===== src/rtl/sevga_pkg.sv =====
// rtl/sevga_pkg.sv - shared types and constants for the CPU readback path
// Holds the readback FSM state enum, the two CPU slot phases of the pixel
// sequence, and the default frame buffer bases and window size.
package sevga_pkg;

  typedef enum logic [2:0] {
    IDLE,
    FETCH_HI,
    FETCH_LO,
    ACK,
    WAIT_NEG
  } rb_state_t;

  // Pixel sequence phases in which the CPU owns the VRAM bus.
  localparam logic [2:0] SLOT_A = 3'd3;
  localparam logic [2:0] SLOT_B = 3'd7;

  localparam logic [23:0] MAIN_BASE_DEF = 24'h3FA700;
  localparam logic [23:0] ALT_BASE_DEF  = 24'h3F2700;
  localparam int          WIN_BYTES_DEF = 21888;

  function automatic logic is_slot(input logic [2:0] s);
    return (s == SLOT_A) || (s == SLOT_B);
  endfunction

endpackage


===== src/rtl/cpusync.sv =====
// rtl/cpusync.sv - two-flop synchronizer for one asynchronous 68000 strobe
// Ports: i_clk (pixel clock), i_reset (sync, active-high, flops go to 1),
//        i_async (raw active-low strobe), o_sync (synchronized strobe).
module cpusync (
  input  logic i_clk,
  input  logic i_reset,
  input  logic i_async,
  output logic o_sync
);

  logic r_meta;
  logic r_sync;

  // Strobes are active-low, so the idle/reset value is 1.
  always_ff @(posedge i_clk) begin
    if (i_reset) begin
      r_meta <= 1'b1;
      r_sync <= 1'b1;
    end else begin
      r_meta <= i_async;
      r_sync <= r_meta;
    end
  end

  assign o_sync = r_sync;

endmodule


===== src/rtl/cpu_readback.sv =====
// rtl/cpu_readback.sv - 68000 read access to the main/alt frame buffers in VRAM
// Ports: pixClk/reset (clock, sync active-high reset); seq (pixel phase);
//        cpuAddr/ncpuAS/ncpuUDS/ncpuLDS/cpuRnW (async CPU bus inputs);
//        cpuDataOut/cpuDataOE/ncpuDTACK (CPU bus response);
//        rdAddr/nrdOE/rdBufSel/vramDataIn (VRAM read port, slot-qualified).
module cpu_readback
  import sevga_pkg::*;
#(
  parameter logic [23:0] MAIN_BASE = MAIN_BASE_DEF,
  parameter logic [23:0] ALT_BASE  = ALT_BASE_DEF,
  parameter int          WIN_BYTES = WIN_BYTES_DEF
) (
  input  logic        pixClk,
  input  logic        reset,
  input  logic [2:0]  seq,
  input  logic [23:1] cpuAddr,
  input  logic        ncpuAS,
  input  logic        ncpuUDS,
  input  logic        ncpuLDS,
  input  logic        cpuRnW,
  output logic [15:0] cpuDataOut,
  output logic        cpuDataOE,
  output logic        ncpuDTACK,
  output logic [14:0] rdAddr,
  output logic        nrdOE,
  output logic        rdBufSel,
  input  logic [7:0]  vramDataIn
);

  localparam logic [23:0] WIN = 24'(WIN_BYTES);

  logic w_as_s;
  logic w_uds_s;
  logic w_lds_s;

  cpusync u_sync_as  (.i_clk(pixClk), .i_reset(reset), .i_async(ncpuAS),  .o_sync(w_as_s));
  cpusync u_sync_uds (.i_clk(pixClk), .i_reset(reset), .i_async(ncpuUDS), .o_sync(w_uds_s));
  cpusync u_sync_lds (.i_clk(pixClk), .i_reset(reset), .i_async(ncpuLDS), .o_sync(w_lds_s));

  // Window decode at full 24-bit width; an address below the base wraps to a
  // large unsigned offset and fails the range check naturally.
  logic [23:0] w_byte_addr;
  logic [23:0] w_main_off;
  logic [23:0] w_alt_off;
  logic        w_main_hit;
  logic        w_alt_hit;
  logic        w_hit;
  logic [14:0] w_off;
  logic        w_next_slot;

  assign w_byte_addr = {cpuAddr, 1'b0};
  assign w_main_off  = w_byte_addr - MAIN_BASE;
  assign w_alt_off   = w_byte_addr - ALT_BASE;
  assign w_main_hit  = (w_main_off < WIN);
  assign w_alt_hit   = (w_alt_off < WIN);
  assign w_hit       = cpuRnW && (!w_uds_s || !w_lds_s) && (w_main_hit || w_alt_hit);
  assign w_off       = w_main_hit ? w_main_off[14:0] : w_alt_off[14:0];
  // The request is raised one cycle ahead so the registered rdAddr is stable
  // for the whole slot cycle.
  assign w_next_slot = is_slot(seq + 3'd1);

  rb_state_t   r_state;
  logic [15:0] r_data;
  logic        r_oe;
  logic        r_dtack_n;
  logic        r_req;
  logic [14:0] r_rdaddr;
  logic        r_bufsel;
  logic [14:0] r_off;
  logic        r_lds_act;
  logic        r_need_neg;
  logic [1:0]  r_settle;

  always_ff @(posedge pixClk) begin
    if (reset) begin
      r_state    <= IDLE;
      r_data     <= 16'h0000;
      r_oe       <= 1'b0;
      r_dtack_n  <= 1'b1;
      r_req      <= 1'b0;
      r_rdaddr   <= 15'd0;
      r_bufsel   <= 1'b0;
      r_off      <= 15'd0;
      r_lds_act  <= 1'b0;
      r_need_neg <= 1'b1;
      r_settle   <= 2'd2;
    end else begin
      // The synchronizer holds its reset value for two edges; an AS that is
      // still low from before reset must not look like a released bus.
      if (r_settle != 2'd0) begin
        r_settle <= r_settle - 2'd1;
      end

      case (r_state)
        IDLE: begin
          if (r_need_neg) begin
            if (w_as_s && (r_settle == 2'd0)) begin
              r_need_neg <= 1'b0;
            end
          end else if (!w_as_s) begin
            if (w_hit) begin
              r_off     <= w_off;
              r_bufsel  <= !w_main_hit;
              r_data    <= 16'h0000;
              r_lds_act <= !w_lds_s;
              r_req     <= w_next_slot;
              if (!w_uds_s) begin
                r_state  <= FETCH_HI;
                r_rdaddr <= w_off;
              end else begin
                r_state  <= FETCH_LO;
                r_rdaddr <= w_off | 15'd1;
              end
            end else begin
              r_state <= WAIT_NEG;
            end
          end
        end

        FETCH_HI, FETCH_LO: begin
          if (w_as_s) begin
            r_state <= IDLE;
            r_req   <= 1'b0;
          end else if (r_req && is_slot(seq)) begin
            r_req <= 1'b0;
            if (r_state == FETCH_HI) begin
              r_data[15:8] <= vramDataIn;
              if (r_lds_act) begin
                r_state  <= FETCH_LO;
                r_rdaddr <= r_off | 15'd1;
              end else begin
                r_state   <= ACK;
                r_oe      <= 1'b1;
                r_dtack_n <= 1'b0;
              end
            end else begin
              r_data[7:0] <= vramDataIn;
              r_state     <= ACK;
              r_oe        <= 1'b1;
              r_dtack_n   <= 1'b0;
            end
          end else begin
            r_req <= w_next_slot;
          end
        end

        ACK: begin
          if (w_as_s) begin
            r_state   <= IDLE;
            r_oe      <= 1'b0;
            r_dtack_n <= 1'b1;
          end
        end

        WAIT_NEG: begin
          if (w_as_s) begin
            r_state <= IDLE;
          end
        end

        default: r_state <= IDLE;
      endcase
    end
  end

  assign cpuDataOut = r_data;
  assign cpuDataOE  = r_oe;
  assign ncpuDTACK  = r_dtack_n;
  assign rdAddr     = r_rdaddr;
  assign rdBufSel   = r_bufsel;
  // Gating with the live slot phase guarantees no read strobe leaks outside
  // a CPU slot even if seq does not advance as predicted.
  assign nrdOE      = !(r_req && is_slot(seq));

endmodule


===== config.mk =====
export PLATFORM = sky130hd
export DESIGN_NAME = cpu_readback
export DESIGN_NICKNAME = d
export VERILOG_FILES = /design/src/rtl/sevga_pkg.sv /design/src/rtl/cpusync.sv /design/src/rtl/cpu_readback.sv
export SDC_FILE = /design/constraint.sdc
export NUM_CORES = 1
export LEC_CHECK = 0
export CAP_MARGIN = 40
export CELL_PAD_IN_SITES_DETAIL_PLACEMENT = 1
export CELL_PAD_IN_SITES_GLOBAL_PLACEMENT = 2
export CORE_ASPECT_RATIO = 2
export CORE_MARGIN = 3
export CORE_UTILIZATION = 30
export DETAILED_ROUTE_END_ITERATION = 8
export PLACE_DENSITY = 0.8
export REMOVE_ABC_BUFFERS = 1
export SYNTH_ARGS = -nofsm -noshare
export SYNTH_HDL_FRONTEND = slang
export SYNTH_HIERARCHICAL = 1
export SYNTH_SLANG_ARGS = --single-unit

===== constraint.sdc =====
create_clock -name pixClk -period 5.74 [get_ports pixClk]
set_input_delay 1.148 -clock pixClk [delete_from_list [all_inputs] [get_ports pixClk]]
set_output_delay 1.148 -clock pixClk [all_outputs]
set_load 0.1 [all_outputs]

Yosys cells after proc, flatten, opt, wreduce, memory -nomap -nowiden
Cells that the tools add are included.
{"block": "word_totals", "word_cells": 120, "input_bits": 40, "reg_bits": 63, "out_inout_bits": 35}
{"block": "classes", "bitwise_logic": 2, "order_cmp": 2, "muxes": 48, "n_reduce_logical": 26, "n_addsub": 4, "eq_ne": 20}
{"operator": "two-way mux 15 bit", "n": 8}
{"operator": "two-way mux 16 bit", "n": 5}
{"operator": "< comparator 24 x 15 -> 1 bit, second input constant", "n": 2}
{"operator": "subtractor 24 x 22 -> 24 bit, second input constant", "n": 2}
{"operator": "one-hot mux 16 bit (2 select lines)", "n": 1}
{"operator": "one-hot mux 15 bit (2 select lines)", "n": 1}
{"operator": "two-way mux 1 bit", "n": 20}
{"operator": "two-way mux 3 bit", "n": 6}
{"operator": "two-way mux 8 bit", "n": 2}
{"operator": "!= test 2 bit, second input constant", "n": 8}
{"operator": "AND reduction 7 bit", "n": 2}
{"operator": "equality test 3 x 2 -> 1 bit, second input constant", "n": 4}
{"operator": "AND reduction 4 bit", "n": 3}
{"operator": "equality test 3 bit, second input constant", "n": 3}
{"operator": "one-hot mux 3 bit (3 select lines)", "n": 1}
{"operator": "AND reduction 8 bit", "n": 1}
{"operator": "one-hot mux 1 bit (2 select lines)", "n": 3}
{"operator": "nonzero test 2 bit", "n": 3}
{"operator": "AND reduction 5 bit", "n": 1}
{"operator": "logical AND 1 bit", "n": 4}
{"operator": "logical NOT 1 bit", "n": 4}
{"operator": "logical OR 1 bit", "n": 4}
{"operator": "!= test 2 x 1 -> 1 bit, second input constant", "n": 2}
{"operator": "OR reduction 2 bit", "n": 2}
{"operator": "9 further kinds", "n": 10}

Depth between registers and ports, before layout
Gate-level depths: netlist of run 1.
{"block": "depth", "depth_word": 8, "ltp_mapped": 12}

Hierarchy
Netlist of run 1, hierarchy kept.
{"module": "cpu_readback", "cells_per_inst": 405, "seq_area_each_um2": 1121.1, "n_inst": 1, "area_each_um2": 3205.6}
{"module": "cpusync", "cells_per_inst": 4, "seq_area_each_um2": 40.0, "n_inst": 3, "area_each_um2": 52.6}

Least setup slack after synthesis of run 1
OpenSTA, ideal clock, no wires.
{"block": "synth_path", "path_type": "in2reg", "startpoint": "input port cpuAddr[8] (netlist name)", "endpoint": "register r_data[0] (netlist: cpuDataOut[0])", "stages": 9, "n_path_buf": 0, "t_required_ps": 5604, "setup_slack_ps": 1578, "t_arrival_ps": 4026, "setup_ps": 136, "cell_sequence": "ha_1 a211oi_4 o21ai_1 or4_1 a221o_1 or4b_4 a2111o_1 a2111oi_4 o21ai_0"}
{"block": "synth_between", "elab_chain_len": 6}
{"item": "start: declaration", "line_no": "cpu_readback.sv:16", "source": "input logic [23:1] cpuAddr,"}
{"item": "subtractor 24 x 22 -> 24 bit, on equally long branches", "line_no": "cpu_readback.sv:52, cpu_readback.sv:53"}
{"item": "< comparator 24 x 15 -> 1 bit, on equally long branches", "line_no": "cpu_readback.sv:54, cpu_readback.sv:55"}
{"item": "logical OR 1 bit (*)", "line_no": "cpu_readback.sv:56", "source": "assign w_hit = cpuRnW && (!w_uds_s || !w_lds_s) && (w_main_hit || w_alt_hit);"}
{"item": "logical AND 1 bit (*)", "line_no": "cpu_readback.sv:56"}
{"item": "!= test 2 bit (no source line) (*)"}
{"item": "AND reduction 7 bit (no source line) (*)"}
{"item": "end signal: assignment", "line_no": "cpu_readback.sv:137", "source": "r_data[7:0] <= vramDataIn;"}
{"item": "end: declaration", "line_no": "cpu_readback.sv:63", "source": "logic [15:0] r_data;"}
Every way passes the cells marked *; elsewhere a longest branch is shown, timed or not.
A chain may end at the register's enable or synchronous reset.

Final worst setup path of run 1
{"block": "layout_path", "startpoint": "input port cpuAddr[8] (netlist name)", "endpoint": "register r_data[1] (netlist: cpuDataOut[1])"}
The elaborated chain is that of the path after synthesis.

==> impl_metrics.json, run 1 <==
{
  "setup_tns_ns": 0,
  "ctsResizeCount": 0,
  "p_int_uw": 847,
  "grt_max_degree": 41,
  "p_sw_share_pct": 23.7,
  "cp_data_required_time_ns": 5.92,
  "yosysSeqAreaShare_pct": 36.9,
  "syn_inst": 417,
  "comb_power_share_pct": 11.8,
  "syn_area_per_cell_um2": 8.07,
  "finalHoldViolCount": 0,
  "die_x_um": 80.9,
  "cts_tree": "done",
  "seqPwrFrac_pct": 40.5,
  "port_buffers": 73,
  "coreArea_um2": 10900,
  "syn_area_um2": 3360,
  "startpoint_type": "input port",
  "cts_setup_buffers": 0,
  "fmax_mhz": 204,
  "grt_pass1_vias": 3693,
  "cts_buffer_depth": 2,
  "area_growth_pct": 50.2,
  "grt_pass1_wl_um": 18200,
  "root_buffer": "clkbuf_16",
  "final_common_cell": "clkdlybuf4s50_1",
  "drive_above_1_share_pct": 12.9,
  "antenna_found_initial": 0,
  "min_path_type": "flop to flop",
  "ys_types": 62,
  "rsz0062_at_grt": "no",
  "drc_errors": 0,
  "switchingPower_uw": 263,
  "die-area_um2": 12600,
  "timing.slew.headroom_pct": 52.7,
  "final_nets": 557,
  "fin_skew_ns": 0.00742,
  "detail_route.wl_per_cell_um": 16.7,
  "htree_levels": 3,
  "synth_ff_type": "dfxtp_1",
  "crit_path_max_fanout": 8,
  "numCtsBuffers": 9,
  "setup_violations": 0,
  "pre_cts_ws_ns": 0.490,
  "cts.sinks": 62,
  "crit_arrival_ns": 5.08,
  "async_flop_share_pct": 0,
  "io_pins": 75,
  "initial_utilization_pct": 30.7,
  "worst_hold_slack_ns": 0.404,
  "outcome": "completed",
  "grt_usage_pct": 18.5,
  "dp_hpwl_um": 8290,
  "insertion_delay_ns": 0.33,
  "place.gp.congestion": 0.877,
  "postPlaceCellArea_um2": 4760,
  "worstSetupEndpointType": "flop",
  "vias": 3517,
  "slew_violations": 0,
  "first_pass_iters": 4,
  "clk_pin_slew_ns": 0.05,
  "ant_nets": 0,
  "die_y_um": 156,
  "final_cell_mix": "clkdlybuf4s50_1, dfxtp_1, nand2_1, buf_8, a21oi_1",
  "finalInstanceArea_um2": 5050,
  "fin_crit_ns": 4.90,
  "ys_ff_latch": 62,
  "fin_util_pct": 46.1,
  "yosys_warnings": 6,
  "routed_wl_um": 11000,
  "drtIter0Drc": 109,
  "num_antenna_cells": 0,
  "layout_setup_ws_ns": 0.836,
  "pwr-share-clk_pct": 47.7,
  "gr-total-overflow": 0,
  "worstMarginPinSlew_ns": 0.705,
  "post-route-period-util_pct": 85.4,
  "worst-setup-path-type": "input port to flop",
  "ctsHoldBuffers": 0,
  "p_leak_uw": 0.00187,
  "ir_drop_v": 0.000135,
  "p_per_area_nw_per_um2": 220,
  "synth_edf_count": 0,
  "rows": 54,
  "viasPerCell": 5.34,
  "max_cap_viol_count": 0
}
metrics by stage:
step	instances	total power [uW]
floorplan	385	523
global placement	607	584
detailed placement	643	590
CTS	658	1120
global route	658	1160
finish	658	1110
layout make-up:
class / instances / area (um^2)
inverter: 23 / 86.3
clock buffer: 11 / 243
clock inverter: 4 / 47.5
multi-input combinational: 300 / 1910
timing repair buffer: 118 / 1340
fill: 1283 / 5890
tap: 140 / 175
sequential: 62 / 1240
synthesized netlist by cell type (all sizes together) (3+ instances only):
cell / number / area [um^2]
a211oi: 12 / 103
a21boi: 4 / 30.0
a21oi: 28 / 140
a31oi: 8 / 50.1
a32o: 8 / 80.1
and3: 6 / 37.5
and4: 3 / 26.3
buf: 5 / 23.8
clkbuf: 27 / 101
dfxtp: 62 / 1240
ha: 3 / 37.5
inv: 23 / 86.3
mux2i: 10 / 100
nand2: 61 / 229
nand2b: 7 / 43.8
nand3: 8 / 40.0
nand4: 9 / 56.3
nor2: 20 / 75.1
nor3: 10 / 50.1
nor4: 3 / 18.8
o211a: 12 / 120
o211ai: 3 / 22.5
o21ai: 22 / 110
o311ai: 4 / 35.0
o31ai: 3 / 22.5
or2: 8 / 50.1
or3: 3 / 18.8
or4: 4 / 30.0
xnor2: 3 / 26.3
xor2: 4 / 35.0
worst max-delay path, stage by stage:
cell and delay [ns]:
clkdlybuf4s50_1 0.52, ha_1 0.35, a211oi_4 0.37, o21ai_1 0.13
or4_1 0.42, a221o_1 0.35, or4b_4 0.53, a2111o_1 0.48
a2111oi_4 0.56, o21ai_0 0.21
flip-flops by register name (all words and copies together), names as in the netlist:
name	cells
r_req	1
u_sync_uds/o_sync	1
u_sync_as/r_meta	1
cpuDataOut	16
u_sync_as/o_sync	1
r_need_neg	1
cpuDataOE	1
rdAddr	15
r_lds_act	1
u_sync_uds/r_meta	1
r_state	3
ncpuDTACK	1
u_sync_lds/o_sync	1
r_settle	2
u_sync_lds/r_meta	1
r_off	14
rdBufSel	1
worst paths after layout:
path,start,end,slack (ns),cells past startpoint
worst max-delay path,cpuAddr[8],cpuDataOut[1],0.84,10
worst min-delay path,u_sync_as/r_meta,u_sync_as/o_sync,0.40,1
worst max register to register,r_state[2],rdAddr[8],3.34,6
worst min register to register,u_sync_as/r_meta,u_sync_as/o_sync,0.40,1
cells by family (layout without fill, tap and decap cells):
group | after synthesis | in the layout | share of synthesized area (%)
compound gates | 127 | 127 | 27.8
flops | 62 | 62 | 36.9
simple gates | 151 | 151 | 22.4
xor+xnor | 7 | 7 | 1.82
buf+inv | 55 | 156 | 6.29
fa+ha+maj | 4 | 4 | 1.41
mux | 11 | 11 | 3.31
metal layers:
layer  up-vias  part of all wire [%]  GRT usage (%)
met2        70                    57           36.7
met3        23                   2.8           2.77
met1      1702                    37           18.0
met4         0                   2.8           8.06
li1       1722                     -              -
met5         -                     0              0
power by group through the flow:
stage	combinational (uW)	sequential [uW]	clock, uW
floorplan	67.6	455	0
global placement	127	457	0
detailed placement	132	458	0
CTS	133	449	538
global route	149	449	562
finish	131	449	530
Note: power is estimated with default switching activity, not from simulation.
==> run 2, diff against run 1 <==
--- a/config.mk
+++ b/config.mk
@@ -5,7 +5,7 @@
 export SDC_FILE = /design/constraint.sdc
 export NUM_CORES = 1
 export LEC_CHECK = 0
-export CAP_MARGIN = 40
+export CAP_MARGIN = 10
 export CELL_PAD_IN_SITES_DETAIL_PLACEMENT = 1
 export CELL_PAD_IN_SITES_GLOBAL_PLACEMENT = 2
 export CORE_ASPECT_RATIO = 2
==> run 2 against run 1 <==
Compared with the run above:
- critical path type unchanged
- sequential power about the same
- critical path depth unchanged
- final area down 11%
- combinational power about the same
- largest power group unchanged
- power up 1.4%
- routed wire length down 5.6%
- register-to-register slack about the same
- non-clock buffer count down 36
- first-iteration DRC count up 5.5%
- flip-flop and latch count unchanged
==> impl_metrics.json, run 2 (synthesis gave the netlist of run 1 again) <==
{
  "max_cap_viol_count": 0,
  "setup_violations": 0,
  "pwr-share-clk_pct": 48.5,
  "setup_tns_ns": 0,
  "postPlaceCellArea_um2": 4220,
  "initial_utilization_pct": 30.7,
  "outcome": "completed",
  "slew_violations": 0,
  "die_x_um": 80.9,
  "gr-total-overflow": 0,
  "antenna_found_initial": 0,
  "coreArea_um2": 10900,
  "num_antenna_cells": 0,
  "worstSetupEndpointType": "flop",
  "ctsResizeCount": 0,
  "switchingPower_uw": 263,
  "fin_skew_ns": 0.00606,
  "drtIter0Drc": 115,
  "crit_path_max_fanout": 8,
  "die_y_um": 156,
  "finalInstanceArea_um2": 4520,
  "largest_register_ff_count": 16,
  "fin_crit_ns": 4.81,
  "comb_power_share_pct": 11.6,
  "max_stage_delay_ns": 0.54,
  "detail_route.wl_per_cell_um": 16.6,
  "worst-setup-path-type": "input port to flop",
  "grt_usage_pct": 17.2,
  "grt_max_degree": 41,
  "crit_arrival_ns": 5.00,
  "worst-path-buf-inv": 1,
  "p_sw_share_pct": 23.4,
  "ff2ff_setup_slack_ns": 3.34,
  "timing.slew.headroom_pct": 24.1,
  "drc_errors": 0,
  "p_per_area_nw_per_um2": 249,
  "vias": 3337,
  "startpoint_type": "input port",
  "cts_buffer_depth": 2,
  "numCtsBuffers": 9,
  "post-route-period-util_pct": 83.8,
  "grt_pass1_vias": 3453,
  "place.gp.congestion": 0.877,
  "p_leak_uw": 0.00161,
  "routed_wl_um": 10300,
  "drive_above_1_share_pct": 6.42,
  "finalHoldViolCount": 0,
  "root_buffer": "clkbuf_16",
  "io_pins": 75,
  "seqPwrFrac_pct": 39.9,
  "ctsHoldBuffers": 0,
  "final_cell_mix": "clkdlybuf4s50_1, dfxtp_1, nand2_1, a21oi_1, inv_1",
  "ant_nets": 0,
  "insertion_delay_ns": 0.33,
  "fmax_mhz": 208,
  "cp_data_required_time_ns": 5.93,
  "rows": 54,
  "rsz0062_at_grt": "no",
  "htree_levels": 3,
  "crit_chain": "clkdlybuf4s50_1 -> ha_1 -> a211oi_4 -> o21ai_1 -> or4_1 -> a221o_1 -> or4b_4 -> a2111o_1 -> a2111oi_4 -> o21ai_0",
  "die-area_um2": 12600,
  "cts_setup_buffers": 0,
  "p_int_uw": 862,
  "worstMarginPinSlew_ns": 1.13,
  "port_buffers": 73,
  "min_path_type": "flop to flop",
  "ir_drop_v": 0.000133,
  "viasPerCell": 5.36,
  "first_pass_iters": 4,
  "grt_pass1_wl_um": 16800,
  "cpMaxStageDelayCell": "or4b_4",
  "area_growth_pct": 34.3,
  "dp_hpwl_um": 7740,
  "cts.sinks": 62,
  "clk_pin_slew_ns": 0.05,
  "final_nets": 521,
  "cts_tree": "done",
  "final_common_cell": "clkdlybuf4s50_1",
  "path_delay_family": "compound AO/OA/AOI/OAI gates"
}
## run 2: worst paths after layout
| kind | start | to | depth (start not counted) |
|---|---|---|---|
| worst min register to register | u_sync_as/r_meta | u_sync_as/o_sync | 1 |
| worst max register to register | r_state[2] | rdAddr[8] | 6 |
| worst min-delay path | u_sync_as/r_meta | u_sync_as/o_sync | 1 |
| worst max-delay path | cpuAddr[8] | cpuDataOut[4] | 10 |
## run 2: layout make-up
type                       instances  area [um^2]
sequential                        62         1240
timing repair buffer              82          798
inverter                          23         86.3
clock inverter                     3         42.5
multi-input combinational        300         1910
tap                              140          175
fill                            1342         6430
clock buffer                      13          260
## run 2: routing by layer
| layer | part of all wire, % | track usage (%) | vias up | wire length, um |
|---|---|---|---|---|
| met3 | 3.3 | 2.60 | 21 | 337 |
| met1 | 38 | 17.0 | 1604 | 3900 |
| met4 | 2.7 | 7.41 | 0 | 279 |
| li1 | - | - | 1641 | - |
| met2 | 56 | 33.5 | 71 | 5820 |
| met5 | 0 | 0 | - | 0 |
## run 2: per-stage QoR
step	total power [uW]	utilization [%]	setup WS [ns]	hold slack (ns)	std cells
2_1_floorplan	523	-	1.33	0.383	385
3_3_place_gp	584	38.5	0.618	0.386	607
3_5_place_dp	589	38.5	0.521	0.395	607
4_1_cts	1140	41.3	0.851	0.412	623
5_1_grt	1170	41.3	0.645	0.434	623
6_report	1130	41.3	0.932	0.408	623
## run 2: power by group through the flow
stage / clock network [uW] / registers [uW] / logic, uW
after global placement: 0 / 457 / 127
after floorplan: 0 / 455 / 67.6
after detailed placement: 0 / 458 / 131
after global routing: 577 / 449 / 147
after CTS: 560 / 449 / 132
final: 545 / 449 / 131
==> run 3, diff against run 2 <==
--- a/config.mk
+++ b/config.mk
@@ -10,9 +10,9 @@
 export CELL_PAD_IN_SITES_GLOBAL_PLACEMENT = 2
 export CORE_ASPECT_RATIO = 2
 export CORE_MARGIN = 3
-export CORE_UTILIZATION = 30
+export CORE_UTILIZATION = 26
 export DETAILED_ROUTE_END_ITERATION = 8
-export PLACE_DENSITY = 0.8
+export PLACE_DENSITY = 0.73
 export REMOVE_ABC_BUFFERS = 1
 export SYNTH_ARGS = -nofsm -noshare
 export SYNTH_HDL_FRONTEND = slang
==> constraint.sdc (replaced) <==
create_clock -name pixClk -period 3.9 [get_ports pixClk]
set_input_delay 0.78 -clock pixClk [delete_from_list [all_inputs] [get_ports pixClk]]
set_output_delay 0.78 -clock pixClk [all_outputs]
set_load 0.1 [all_outputs]
==> run 3 against run 2 <==
Compared with the run above:
- via count up 8.9%
- register-to-register slack worse by 1.8 ns
- first-iteration DRC count up 52%
- global-route usage down 0.92 points
- power up 53%
- combinational power up 88%
- critical endpoint is now cpuDataOut[6]
- largest cell class unchanged
==> impl_metrics.json, run 3 (synthesis gave the netlist of run 1 again) <==
{
  "path_depth": 11,
  "drc_errors": 0,
  "io_pins": 75,
  "fin_skew_ns": 0.00661,
  "setup_violations": 0,
  "crit_path_max_fanout": 8,
  "place.gp.congestion": 0.845,
  "ant_nets": 0,
  "max_stage_delay_ns": 0.51,
  "p_sw_share_pct": 23.3,
  "fillers": 1528,
  "p_leak_uw": 0.00194,
  "crit_arrival_ns": 4.00,
  "die_x_um": 86.4,
  "finalInstanceArea_um2": 5060,
  "startpoint_type": "input port",
  "seqPwrFrac_pct": 38.4,
  "routed_wl_um": 11500,
  "comb_power_share_pct": 14.3,
  "rows": 58,
  "cts.sinks": 62,
  "htree_levels": 3,
  "port_buffers": 73,
  "die_y_um": 167,
  "dp_hpwl_um": 9100,
  "final_nets": 584,
  "p_per_area_nw_per_um2": 341,
  "num_antenna_cells": 0,
  "cpMaxStageDelayCell": "or4b_4",
  "drive_above_1_share_pct": 19.8,
  "viasPerCell": 5.23,
  "area_growth_pct": 50.3,
  "min_path_type": "flop to flop",
  "cp_data_required_time_ns": 4.10,
  "slew_violations": 0,
  "drtIter0Drc": 175,
  "final_common_cell": "buf_4",
  "grt_pass1_vias": 3868,
  "fin_util_pct": 40.0,
  "worstMarginPinSlew_ns": 1.00,
  "path_common_cell": "buf_4",
  "post-route-period-util_pct": 97.4,
  "outcome": "completed",
  "gr-total-overflow": 0,
  "timing.slew.headroom_pct": 33.0,
  "min_path_cells": 1,
  "worst-setup-path-type": "input port to flop",
  "path_delay_family": "compound AO/OA/AOI/OAI gates",
  "fin_crit_ns": 3.80,
  "numCtsBuffers": 9,
  "initial_utilization_pct": 26.6,
  "layout_setup_ws_ns": 0.101,
  "crit_chain": "clkdlybuf4s50_1 -> buf_4 -> inv_2 -> o21ai_2 -> or4_1 -> a221o_1 -> or4b_4 -> a2111o_1 -> a2111oi_4 -> buf_4 -> o21ai_0",
  "worst-path-buf-inv": 4,
  "power_uw": 1720,
  "switchingPower_uw": 402,
  "detail_route.wl_per_cell_um": 16.5,
  "first_pass_iters": 4,
  "grt_usage_pct": 16.2,
  "insertion_delay_ns": 0.33,
  "worstSetupEndpointType": "flop",
  "largest_register_ff_count": 16,
  "place_inst": 679,
  "grt_max_degree": 26,
  "p_int_uw": 1320,
  "pwr-share-clk_pct": 47.3,
  "pre_cts_ws_ns": -0.580,
  "cts_buffer_depth": 2,
  "coreArea_um2": 12600,
  "vias": 3635,
  "grt_pass1_wl_um": 18600,
  "instances_no_fill": 695,
  "cts_tree": "done",
  "clk_pin_slew_ns": 0.05,
  "antenna_found_initial": 0,
  "rsz0062_at_grt": "no",
  "postPlaceCellArea_um2": 4690,
  "fmax_mhz": 263,
  "max_cap_viol_count": 0,
  "finalHoldViolCount": 0,
  "final_cell_mix": "buf_4, clkdlybuf4s50_1, dfxtp_1, nand2_1, a21oi_1",
  "root_buffer": "clkbuf_16",
  "die-area_um2": 14400,
  "ir_drop_v": 0.000273,
  "reg2regPathDepth": 6
}
[run 3: power groups by stage]
stage	clock network (uW)	logic [uW]	registers (uW)
4_1_cts	834	246	661
5_1_grt	865	273	661
3_5_place_dp	0	245	674
3_3_place_gp	0	233	673
2_1_floorplan	0	99.5	670
6_report	814	246	661
[run 3: final cells by class]
cell class	count	area, um^2	share of cell area, %
well taps	150	188	3.71
clock buffers	12	267	5.27
repair buffers	145	1260	25.0
inverters	23	86.3	1.71
multi-input cells	300	1970	39.0
flip-flops and latches	62	1240	24.5
clock inverters	3	42.5	0.841
[run 3: path summary, 6_finish.rpt]
check | startpoint | end | slack (ns)
setup / recovery | cpuAddr[13] | cpuDataOut[6] | 0.10
hold / removal | u_sync_as/r_meta | u_sync_as/o_sync | 0.42
hold reg to reg | u_sync_as/r_meta | u_sync_as/o_sync | 0.42
setup reg to reg | r_state[0] | rdAddr[4] | 1.57
[run 3: layer usage]
layer | vias to the layer above | GRT usage (%) | part of all wire, %
met3 | 18 | 2.87 | 3.2
met2 | 75 | 32.1 | 59
met4 | 0 | 6.45 | 2.6
met5 | - | 0 | 0
li1 | 1775 | - | -
met1 | 1767 | 15.7 | 35
[run 3: timing repair]
action | in CTS | in global routing
hold endpoints to repair | 0 | 0
buffers inserted | 0 | 1
endpoints found under the setup margin | 8 | 10
gates resized for setup | 8 | 17
hold buffers | 0 | 0
pin swaps | 1 | 9
[run 3: per-stage QoR]
stage / setup TNS [ns] / hold slack (ns)
2_1_floorplan: -2.09 / 0.383
3_3_place_gp: -8.63 / 0.385
3_5_place_dp: -13.58 / 0.401
4_1_cts: 0 / 0.415
5_1_grt: 0 / 0.423
6_report: 0 / 0.415
[run 3: worst reg2reg max path, cell delays in order (launching register included)]
cell and delay (ns):
dfxtp_1 0.60, nand2b_1 0.17, a21oi_2 0.68, buf_4 0.32, mux2i_1 0.22, o211a_1 0.17
a211oi_1 0.04
